### src/rtl/reaction_round_ctrl.sv
`timescale 1ns/1ps
// -----------------------------------------------------------------------------
// reaction_round_ctrl
//
// Multi-round sequencer for the reaction-time game. Runs from the 1 kHz tick
// clock, so one cycle is one millisecond.
//
// Each round does the following:
//   - debounces the start/stop button;
//   - asks the random generator for a value and turns it into a pre-GO delay;
//   - counts that delay down;
//   - times the player's reaction;
//   - catches false starts.
// After NUM_ROUNDS scored rounds it presents a final score.
//
// Build option:
//   AVG_SCORE_EN  defined   : DONE shows the truncated average of all results
//                             (a sum accumulator is built).
//                 undefined : DONE shows the best (lowest) result.
//
// Ports:
//   clk_1khz        1 kHz clock
//   rst             asynchronous, active-high reset
//   btn_i           raw button level, already synchronised to clk_1khz
//   rand_req_o      one-cycle request to the random generator (first ARM cycle)
//   rand_valid_i    random number available (level or pulse), used only in ARM
//   rand_num_i[7:0] random value qualified by rand_valid_i
//   led_set_o       SET indicator (ARM and WAIT)
//   led_go_o        GO indicator
//   disp_value_o    binary value for the display, 0..9999
//   disp_mode_o     0 blank, 1 value, 2 dashes (false start)
//   round_idx_o     current round, 0-based
//   false_start_o   high while the false-start indication is shown
//   done_o          high while the final score is shown
//
// All outputs are registered. They are computed from the next-state values,
// so each output lines up cycle-for-cycle with the state register.
// -----------------------------------------------------------------------------
module reaction_round_ctrl #(
    parameter int unsigned NUM_ROUNDS    = 4,
    parameter int unsigned DEBOUNCE_MS   = 5,
    parameter int unsigned BASE_DELAY_MS = 1000,
    parameter int unsigned DELAY_SCALE   = 8,
    parameter int unsigned SHOW_MS       = 2000,
    parameter int unsigned FAULT_MS      = 1000,
    parameter int unsigned TIMEOUT_MS    = 5000
) (
    input  logic        clk_1khz,
    input  logic        rst,
    input  logic        btn_i,
    output logic        rand_req_o,
    input  logic        rand_valid_i,
    input  logic [7:0]  rand_num_i,
    output logic        led_set_o,
    output logic        led_go_o,
    output logic [13:0] disp_value_o,
    output logic [1:0]  disp_mode_o,
    output logic [2:0]  round_idx_o,
    output logic        false_start_o,
    output logic        done_o
);

    localparam int unsigned DB_W     = $clog2(DEBOUNCE_MS + 1);
    localparam int unsigned HOLD_MAX = (SHOW_MS > FAULT_MS) ? SHOW_MS : FAULT_MS;
    localparam int unsigned HOLD_W   = $clog2(HOLD_MAX + 1);

    localparam logic [DB_W-1:0]   DB_LAST    = DB_W'(DEBOUNCE_MS - 1);
    localparam logic [DB_W-1:0]   DB_ONE     = DB_W'(1);
    localparam logic [HOLD_W-1:0] SHOW_LAST  = HOLD_W'(SHOW_MS - 1);
    localparam logic [HOLD_W-1:0] FAULT_LAST = HOLD_W'(FAULT_MS - 1);
    localparam logic [HOLD_W-1:0] HOLD_ONE   = HOLD_W'(1);
    localparam logic [13:0]       TIMEOUT_V  = 14'(TIMEOUT_MS);
    localparam logic [13:0]       BEST_INIT  = 14'd9999;
    localparam logic [13:0]       ONE_14     = 14'd1;
    localparam logic [2:0]        LAST_ROUND = 3'(NUM_ROUNDS - 1);
    localparam logic [2:0]        ROUND_ONE  = 3'd1;

    typedef enum logic [2:0] {
        S_IDLE  = 3'd0,
        S_ARM   = 3'd1,
        S_WAIT  = 3'd2,
        S_GO    = 3'd3,
        S_SHOW  = 3'd4,
        S_FAULT = 3'd5,
        S_DONE  = 3'd6
    } state_t;

    // Debouncer
    logic [DB_W-1:0]   db_cnt_q;
    logic              btn_db_q;
    logic              btn_db_prev_q;
    logic              press_s;

    // Sequencer state
    state_t            state_q, state_d;
    logic [2:0]        round_q, round_d;
    logic [13:0]       dly_q, dly_d;
    logic [13:0]       tmr_q, tmr_d;
    logic [HOLD_W-1:0] hold_q, hold_d;
    logic [13:0]       result_q, result_d;
    logic [13:0]       best_q, best_d;
`ifdef AVG_SCORE_EN
    localparam int unsigned RND_SHIFT = $clog2(NUM_ROUNDS);
    logic [16:0]       sum_q, sum_d;
`endif
    logic [13:0]       dly_full_s;
    logic [13:0]       dly_load_s;
    logic [13:0]       score_s;

    // Output registers
    logic              rand_req_q, rand_req_d;
    logic              led_set_q, led_set_d;
    logic              led_go_q, led_go_d;
    logic [13:0]       disp_value_q, disp_value_d;
    logic [1:0]        disp_mode_q, disp_mode_d;
    logic [2:0]        round_idx_q, round_idx_d;
    logic              false_start_q, false_start_d;
    logic              done_q, done_d;

    // Debounce: btn must disagree with btn_db for DEBOUNCE_MS straight cycles before btn_db follows
    always_ff @(posedge clk_1khz or posedge rst) begin
        if (rst) begin
            db_cnt_q      <= '0;
            btn_db_q      <= 1'b0;
            btn_db_prev_q <= 1'b0;
        end else begin
            btn_db_prev_q <= btn_db_q;
            if (btn_i != btn_db_q) begin
                if (db_cnt_q >= DB_LAST) begin
                    btn_db_q <= btn_i;
                    db_cnt_q <= '0;
                end else begin
                    db_cnt_q <= db_cnt_q + DB_ONE;
                end
            end else begin
                db_cnt_q <= '0;
            end
        end
    end

    // Press is only the rising edge of the debounced level; releases are ignored
    assign press_s = btn_db_q & ~btn_db_prev_q;

    // Pre-GO delay is loaded one short because the cycle where dly reaches 0 is itself a WAIT cycle;
    // WAIT therefore lasts exactly BASE_DELAY_MS + rand_num*DELAY_SCALE cycles.
    assign dly_full_s = 14'(BASE_DELAY_MS) + (14'(rand_num_i) * 14'(DELAY_SCALE));
    assign dly_load_s = (dly_full_s == 14'd0) ? 14'd0 : (dly_full_s - ONE_14);

    // State register and datapath registers
    always_ff @(posedge clk_1khz or posedge rst) begin
        if (rst) begin
            state_q  <= S_IDLE;
            round_q  <= 3'd0;
            dly_q    <= 14'd0;
            tmr_q    <= 14'd0;
            hold_q   <= '0;
            result_q <= 14'd0;
            best_q   <= 14'd0;
`ifdef AVG_SCORE_EN
            sum_q    <= 17'd0;
`endif
        end else begin
            state_q  <= state_d;
            round_q  <= round_d;
            dly_q    <= dly_d;
            tmr_q    <= tmr_d;
            hold_q   <= hold_d;
            result_q <= result_d;
            best_q   <= best_d;
`ifdef AVG_SCORE_EN
            sum_q    <= sum_d;
`endif
        end
    end

    // Next-state and datapath update
    always_comb begin
        state_d  = state_q;
        round_d  = round_q;
        dly_d    = dly_q;
        tmr_d    = tmr_q;
        hold_d   = hold_q;
        result_d = result_q;
        best_d   = best_q;
`ifdef AVG_SCORE_EN
        sum_d    = sum_q;
`endif
        case (state_q)
            S_IDLE: begin
                if (press_s) begin
                    state_d  = S_ARM;
                    round_d  = 3'd0;
                    result_d = 14'd0;
                    best_d   = BEST_INIT;
`ifdef AVG_SCORE_EN
                    sum_d    = 17'd0;
`endif
                end else begin
                    state_d = S_IDLE;
                end
            end
            S_ARM: begin
                // A press beats an arriving random number
                if (press_s) begin
                    state_d = S_FAULT;
                    hold_d  = '0;
                end else if (rand_valid_i) begin
                    state_d = S_WAIT;
                    dly_d   = dly_load_s;
                end else begin
                    state_d = S_ARM;
                end
            end
            S_WAIT: begin
                // Press wins even in the final (dly==0) cycle
                if (press_s) begin
                    state_d = S_FAULT;
                    hold_d  = '0;
                end else if (dly_q == 14'd0) begin
                    state_d = S_GO;
                    tmr_d   = 14'd0;
                end else begin
                    dly_d = dly_q - ONE_14;
                end
            end
            S_GO: begin
                if (press_s) begin
                    state_d  = S_SHOW;
                    result_d = tmr_q;
                    hold_d   = '0;
                end else if (tmr_q >= TIMEOUT_V) begin
                    state_d  = S_SHOW;
                    result_d = TIMEOUT_V;
                    hold_d   = '0;
                end else begin
                    tmr_d = tmr_q + ONE_14;
                end
            end
            S_SHOW: begin
                if (hold_q >= SHOW_LAST) begin
                    hold_d = '0;
                    if (round_q >= LAST_ROUND) begin
                        state_d = S_DONE;
                    end else begin
                        state_d = S_ARM;
                        round_d = round_q + ROUND_ONE;
                    end
                end else begin
                    hold_d = hold_q + HOLD_ONE;
                end
            end
            S_FAULT: begin
                // Retry the same round; nothing is scored
                if (hold_q >= FAULT_LAST) begin
                    state_d = S_ARM;
                    hold_d  = '0;
                end else begin
                    hold_d = hold_q + HOLD_ONE;
                end
            end
            S_DONE: begin
                if (press_s) begin
                    state_d = S_IDLE;
                    round_d = 3'd0;
                end else begin
                    state_d = S_DONE;
                end
            end
            default: begin
                state_d = S_IDLE;
                round_d = 3'd0;
            end
        endcase

        // Score bookkeeping happens once, on the GO->SHOW transition
        if ((state_q == S_GO) && (state_d == S_SHOW)) begin
            best_d = (result_d < best_q) ? result_d : best_q;
`ifdef AVG_SCORE_EN
            sum_d  = sum_q + 17'(result_d);
`endif
        end else begin
            best_d = best_d;
        end
    end

    // Final score shown in DONE
`ifdef AVG_SCORE_EN
    assign score_s = 14'(sum_d >> RND_SHIFT);
`else
    assign score_s = best_d;
`endif

    // Output decode from the state being entered
    always_comb begin
        rand_req_d    = 1'b0;
        led_set_d     = 1'b0;
        led_go_d      = 1'b0;
        disp_value_d  = 14'd0;
        disp_mode_d   = 2'd0;
        round_idx_d   = round_d;
        false_start_d = 1'b0;
        done_d        = 1'b0;
        case (state_d)
            S_IDLE: begin
                round_idx_d = 3'd0;
            end
            S_ARM: begin
                led_set_d  = 1'b1;
                rand_req_d = (state_q != S_ARM);
            end
            S_WAIT: begin
                led_set_d = 1'b1;
            end
            S_GO: begin
                led_go_d     = 1'b1;
                disp_mode_d  = 2'd1;
                disp_value_d = tmr_d;
            end
            S_SHOW: begin
                disp_mode_d  = 2'd1;
                disp_value_d = result_d;
            end
            S_FAULT: begin
                false_start_d = 1'b1;
                disp_mode_d   = 2'd2;
            end
            S_DONE: begin
                done_d       = 1'b1;
                disp_mode_d  = 2'd1;
                disp_value_d = score_s;
            end
            default: begin
                round_idx_d = 3'd0;
            end
        endcase
    end

    // Output registers
    always_ff @(posedge clk_1khz or posedge rst) begin
        if (rst) begin
            rand_req_q    <= 1'b0;
            led_set_q     <= 1'b0;
            led_go_q      <= 1'b0;
            disp_value_q  <= 14'd0;
            disp_mode_q   <= 2'd0;
            round_idx_q   <= 3'd0;
            false_start_q <= 1'b0;
            done_q        <= 1'b0;
        end else begin
            rand_req_q    <= rand_req_d;
            led_set_q     <= led_set_d;
            led_go_q      <= led_go_d;
            disp_value_q  <= disp_value_d;
            disp_mode_q   <= disp_mode_d;
            round_idx_q   <= round_idx_d;
            false_start_q <= false_start_d;
            done_q        <= done_d;
        end
    end

    assign rand_req_o    = rand_req_q;
    assign led_set_o     = led_set_q;
    assign led_go_o      = led_go_q;
    assign disp_value_o  = disp_value_q;
    assign disp_mode_o   = disp_mode_q;
    assign round_idx_o   = round_idx_q;
    assign false_start_o = false_start_q;
    assign done_o        = done_q;

endmodule
### config.mk
export PLATFORM = sky130hd
export DESIGN_NAME = reaction_round_ctrl
export DESIGN_NICKNAME = d
export VERILOG_FILES = /design/src/rtl/reaction_round_ctrl.sv
export SDC_FILE = /design/constraint.sdc
export NUM_CORES = 1
export LEC_CHECK = 0
export CORE_UTILIZATION = 60
export DETAILED_ROUTE_END_ITERATION = 6
export MAX_ROUTING_LAYER = met4
export PLACE_DENSITY = 0.92
export SYNTH_ARGS = -nofsm -noshare
export SYNTH_HDL_FRONTEND = slang
export SYNTH_SLANG_ARGS = --single-unit
export TNS_END_PERCENT = 100
### constraint.sdc
create_clock -name clk_1khz -period 7.4 [get_ports clk_1khz]
set_clock_uncertainty 0.1 [all_clocks]
set_input_delay 1.11 -clock clk_1khz [delete_from_list [all_inputs] [get_ports clk_1khz]]
set_output_delay 1.11 -clock clk_1khz [all_outputs]
set_load 0.005 [all_outputs]
==> qor_table.md <==
| Item | Reported | Unit |
|---|---|---|
| Asr flop ratio synth | 1.00 | - |
| Later-pin clock latency in the skew report | 380 | ps |
| Horizontal extent of the die | 101 | µm |
| Placement Rows | 35 | - |
| Post CTS Setup Buffer Count | 0 | - |
| Critical-path cell with the highest stage delay | sky130_fd_sc_hd__nor2_1 | - |
| Die outline area | 10,100 | µm² |
| Synthesis Warnings | 0 | - |
| Final Instance Count excl. Fillers | 756 | - |
| Distinct cell type count after synthesis | 81 | - |
| All-layer global routing usage | 0.303 | - |
| Worst min-delay path category | flop to flop | - |
| Remaining antenna violation count after routing | 0 | - |
| Top fanout value on the critical path | 23 | - |
| Cell count after placement | 740 | - |
| Total gr overflow | 0 | - |
| Total clock buffers created by CTS | 9 | - |
| Post-route fraction of the period consumed by the critical path | 0.596 | - |
| Starting Density | 0.625 | - |
| Biggest area consumer among synthesized cells | sky130_fd_sc_hd__dfrtp_1 | - |
| Maximum clock frequency | 0.227 | GHz |
| Max-slew violations | 0 | - |
| Outcome | finished, final reports clean | - |
| Total power divided by cell area | 315 | nW/µm² |
| Final design instance area without fill | 6440 | µm² |
| Area growth from synthesis to layout | 10.5 | % |
| Syn_area_per_cell | 9.71 | µm² |
| Sequential element share of the synthesized area | 0.438 | - |
| Required time at the worst-slack endpoint | 7580 | ps |
| Die extent in y | 101 | µm |
| Multi-input combinational cell area | 3020 | µm² |
| VDD IR max | 0.164 | mV |
| Synth Net Count | 634 | - |
| Type of destination of the critical path | flop | - |
| Standard cell core area | 9330 | µm² |
| Post-synth top area share | 0.438 | - |
| Max cap viols | 0 | - |
| RSZ-0062 raised after global routing | no | - |
| Global-route wire length before repair | 23,100 | µm |
| Count of mapped cells out of synthesis | 601 | - |
| Number of enable flip-flop cells after synthesis | 0 | - |
| Lkg Pwr | 2.90 | nW |
| Sort of element at the start of the critical path | flop | - |
| First drt pass iteration count | 5 | - |
| Quantity of gates resized following cts | 0 | - |
| Normalized max-slew margin | 0.123 | - |
| Worst setup path category | flop to flop | - |
| Clock transition at path regs | 110 | ps |
| DRC marker count from the first detailed-route iteration | 454 | - |
| Clock tree buffer depth | 2 | - |
| # nets final | 655 | - |
| Total standard cell area after synthesis | 5830 | µm² |
| Transition time at the pin with the least slew margin | 1310 | ps |
| Clk sinks | 102 | - |
| Final TNS setup | 0 | ps |
| Antenna diode count | 0 | - |
| Worst hold slack | 367 | ps |
| Clock tree root buffer cell | sky130_fd_sc_hd__clkbuf_8 | - |
| Count of hold-fix buffers inserted at cts | 0 | - |
| Fraction of final layout cells sized beyond drive strength 1 | 0.0845 | - |
| Area of all sequential standard cells | 2550 | µm² |
| Cell area after placement | 6240 | µm² |
| Number of vias in the routed layout | 4,887 | - |
| Setup-violating endpoint count in the final report | 0 | - |
| Critical path, cell by cell | nand3b_1 > nor2_1 > a22o_1 > a21oi_1 > inv_1 > ha_1 > a21o_1 > a21o_1 > a21oi_1 > o2111a_2 > mux2_2 | - |
| Initial antenna violation count | 0 | - |
| Dpl hpwl | 9830 | µm |
| Number of global-route vias before repair | 4,651 | - |
| TritonCTS clock tree | done | - |
| Fin crit period | 4410 | ps |
| Max incr delay on CP | 900 | ps |
| IO Pins | 36 | - |
| Register bit total from synthesis | 102 | - |
| Sum of routed wire length over all layers | 13,900 | µm |
| Average routed wire per standard cell | 18.4 | µm |
| Drc violations | 0 | - |
| Maximum number of pins on one net before global-route repair | 57 | - |
| RePlAce Congestion | 0.936 | - |
| Area contributors post-synth | sky130_fd_sc_hd__dfrtp_1 (44%), sky130_fd_sc_hd__ha_1 (4.5%), sky130_fd_sc_hd__nand2_1 (3.3%) | - |
| Via/cell ratio | 6.46 | - |
| Number of fillers in the final layout | 681 | - |
| Top_reg_cell synth | sky130_fd_sc_hd__dfrtp_1 | - |
| Worst endpoint data arrival time | 4590 | ps |
| Final-report hold violation count | 0 | - |
| Port-buffer cells | 35 | - |
| Clock H-tree levels | 3 | - |
-- area by class of cell --
cell class / count / share of cell area
tap: 129 / 0.0250
clock buffer: 9 / 0.0192
timing repair buffer: 39 / 0.0590
clock inverter: 7 / 0.0124
inverter: 32 / 0.0190
multi-input combinational: 438 / 0.469
sequential: 102 / 0.396
-- cells in the mapped netlist (all sizes together), types with 5 or more instances --
library cell	count
a21o	10
a21oi	32
a22o	15
a31oi	6
a32o	5
and2	9
and3	9
and4	6
buf	9
clkbuf	20
dfrtp	102
ha	21
inv	32
mux2	11
mux2i	16
nand2	51
nand2b	8
nand3	15
nand4	6
nor2	44
nor2b	5
nor3	17
nor4	9
o21ai	40
o22ai	5
o2bb2ai	5
xnor2	11
-- final timing paths --
path	from	end	slack (ps)	depth (start not counted)
min in group asynchronous	rst	tmr_q[9]	1040	2
max in group asynchronous	rst	state_q[2]	5070	3
worst max register to register	state_q[2]	best_q[8]	2990	11
worst max-delay path	state_q[2]	best_q[8]	2990	11
worst min-delay path	db_cnt_q[0]	db_cnt_q[0]	370	1
worst min register to register	db_cnt_q[0]	db_cnt_q[0]	370	1
-- metrics by stage --
step	util	setup WS (ps)	power, mW
after floorplan	-	3510	1.39
after global placement	0.669	3260	1.61
after detailed placement	0.669	3160	1.65
after CTS	0.691	3110	2.02
after global routing	0.691	2780	2.17
final	0.691	2990	2.03
-- routing by layer --
| layer | GRT usage | vias up | wire [µm] |
|---|---|---|---|
| met5 | - | - | 0 |
| met1 | 0.406 | 2375 | 5710 |
| met4 | 0.114 | 0 | 357 |
| li1 | - | 2254 | - |
| met3 | 0.0624 | 34 | 1110 |
| met2 | 0.457 | 224 | 6730 |
-- sequential cells by signal (all words and copies together) (netlist names), 2 cells and up --
register      count
result_q         14
state_q           3
disp_value_o     14
round_q           3
hold_q           11
best_q           14
db_cnt_q          3
round_idx_o       3
tmr_q            14
dly_q            14
disp_mode_o       2
-- report_power, final --
part	total (mW)	leakage [nW]	switching, mW	internal, mW
sequential	0.815	1.33	0.128	0.687
combinational	0.845	1.47	0.512	0.333
clock	0.368	0.102	0.207	0.161
-- placed cells by master (no fill, tap or decap), drive strengths merged, types with 6 or more instances in the layout --
cell type / synthesis / routed
a21o: 10 / 10
a21oi: 32 / 32
a22o: 15 / 15
a31oi: 6 / 6
and2: 9 / 9
and3: 9 / 9
and4: 6 / 6
clkbuf: 20 / 9
clkdlybuf4s50: 0 / 35
dfrtp: 102 / 102
ha: 21 / 21
inv: 32 / 35
mux2: 11 / 11
mux2i: 16 / 16
nand2: 51 / 51
nand2b: 8 / 8
nand3: 15 / 15
nand4: 6 / 6
nor2: 44 / 44
nor3: 17 / 17
nor4: 9 / 9
o21ai: 40 / 40
xnor2: 11 / 11
-- cell families (layout without fill, tap and decap cells) --
logic type	count (synthesis)	count (layout)	synth area share
AND/OR/NAND/NOR	206	206	0.194
AO/OA/AOI/OAI	170	170	0.209
flip-flops	102	102	0.438
buffers and inverters	61	87	0.0440
multiplexers	27	27	0.0487
adder cells (fa/ha/maj)	21	21	0.0450
XOR/XNOR	14	14	0.0210
-- critical path: cells and delay by family (launching register included) --
kind            cells  cell delay, ps
compound gates      6            1310
fa+ha+maj           1             240
buf+inv             1             110
flops               1             620
mux                 1             390
simple gates        2            1530
Power figures use the tool's default switching activity.
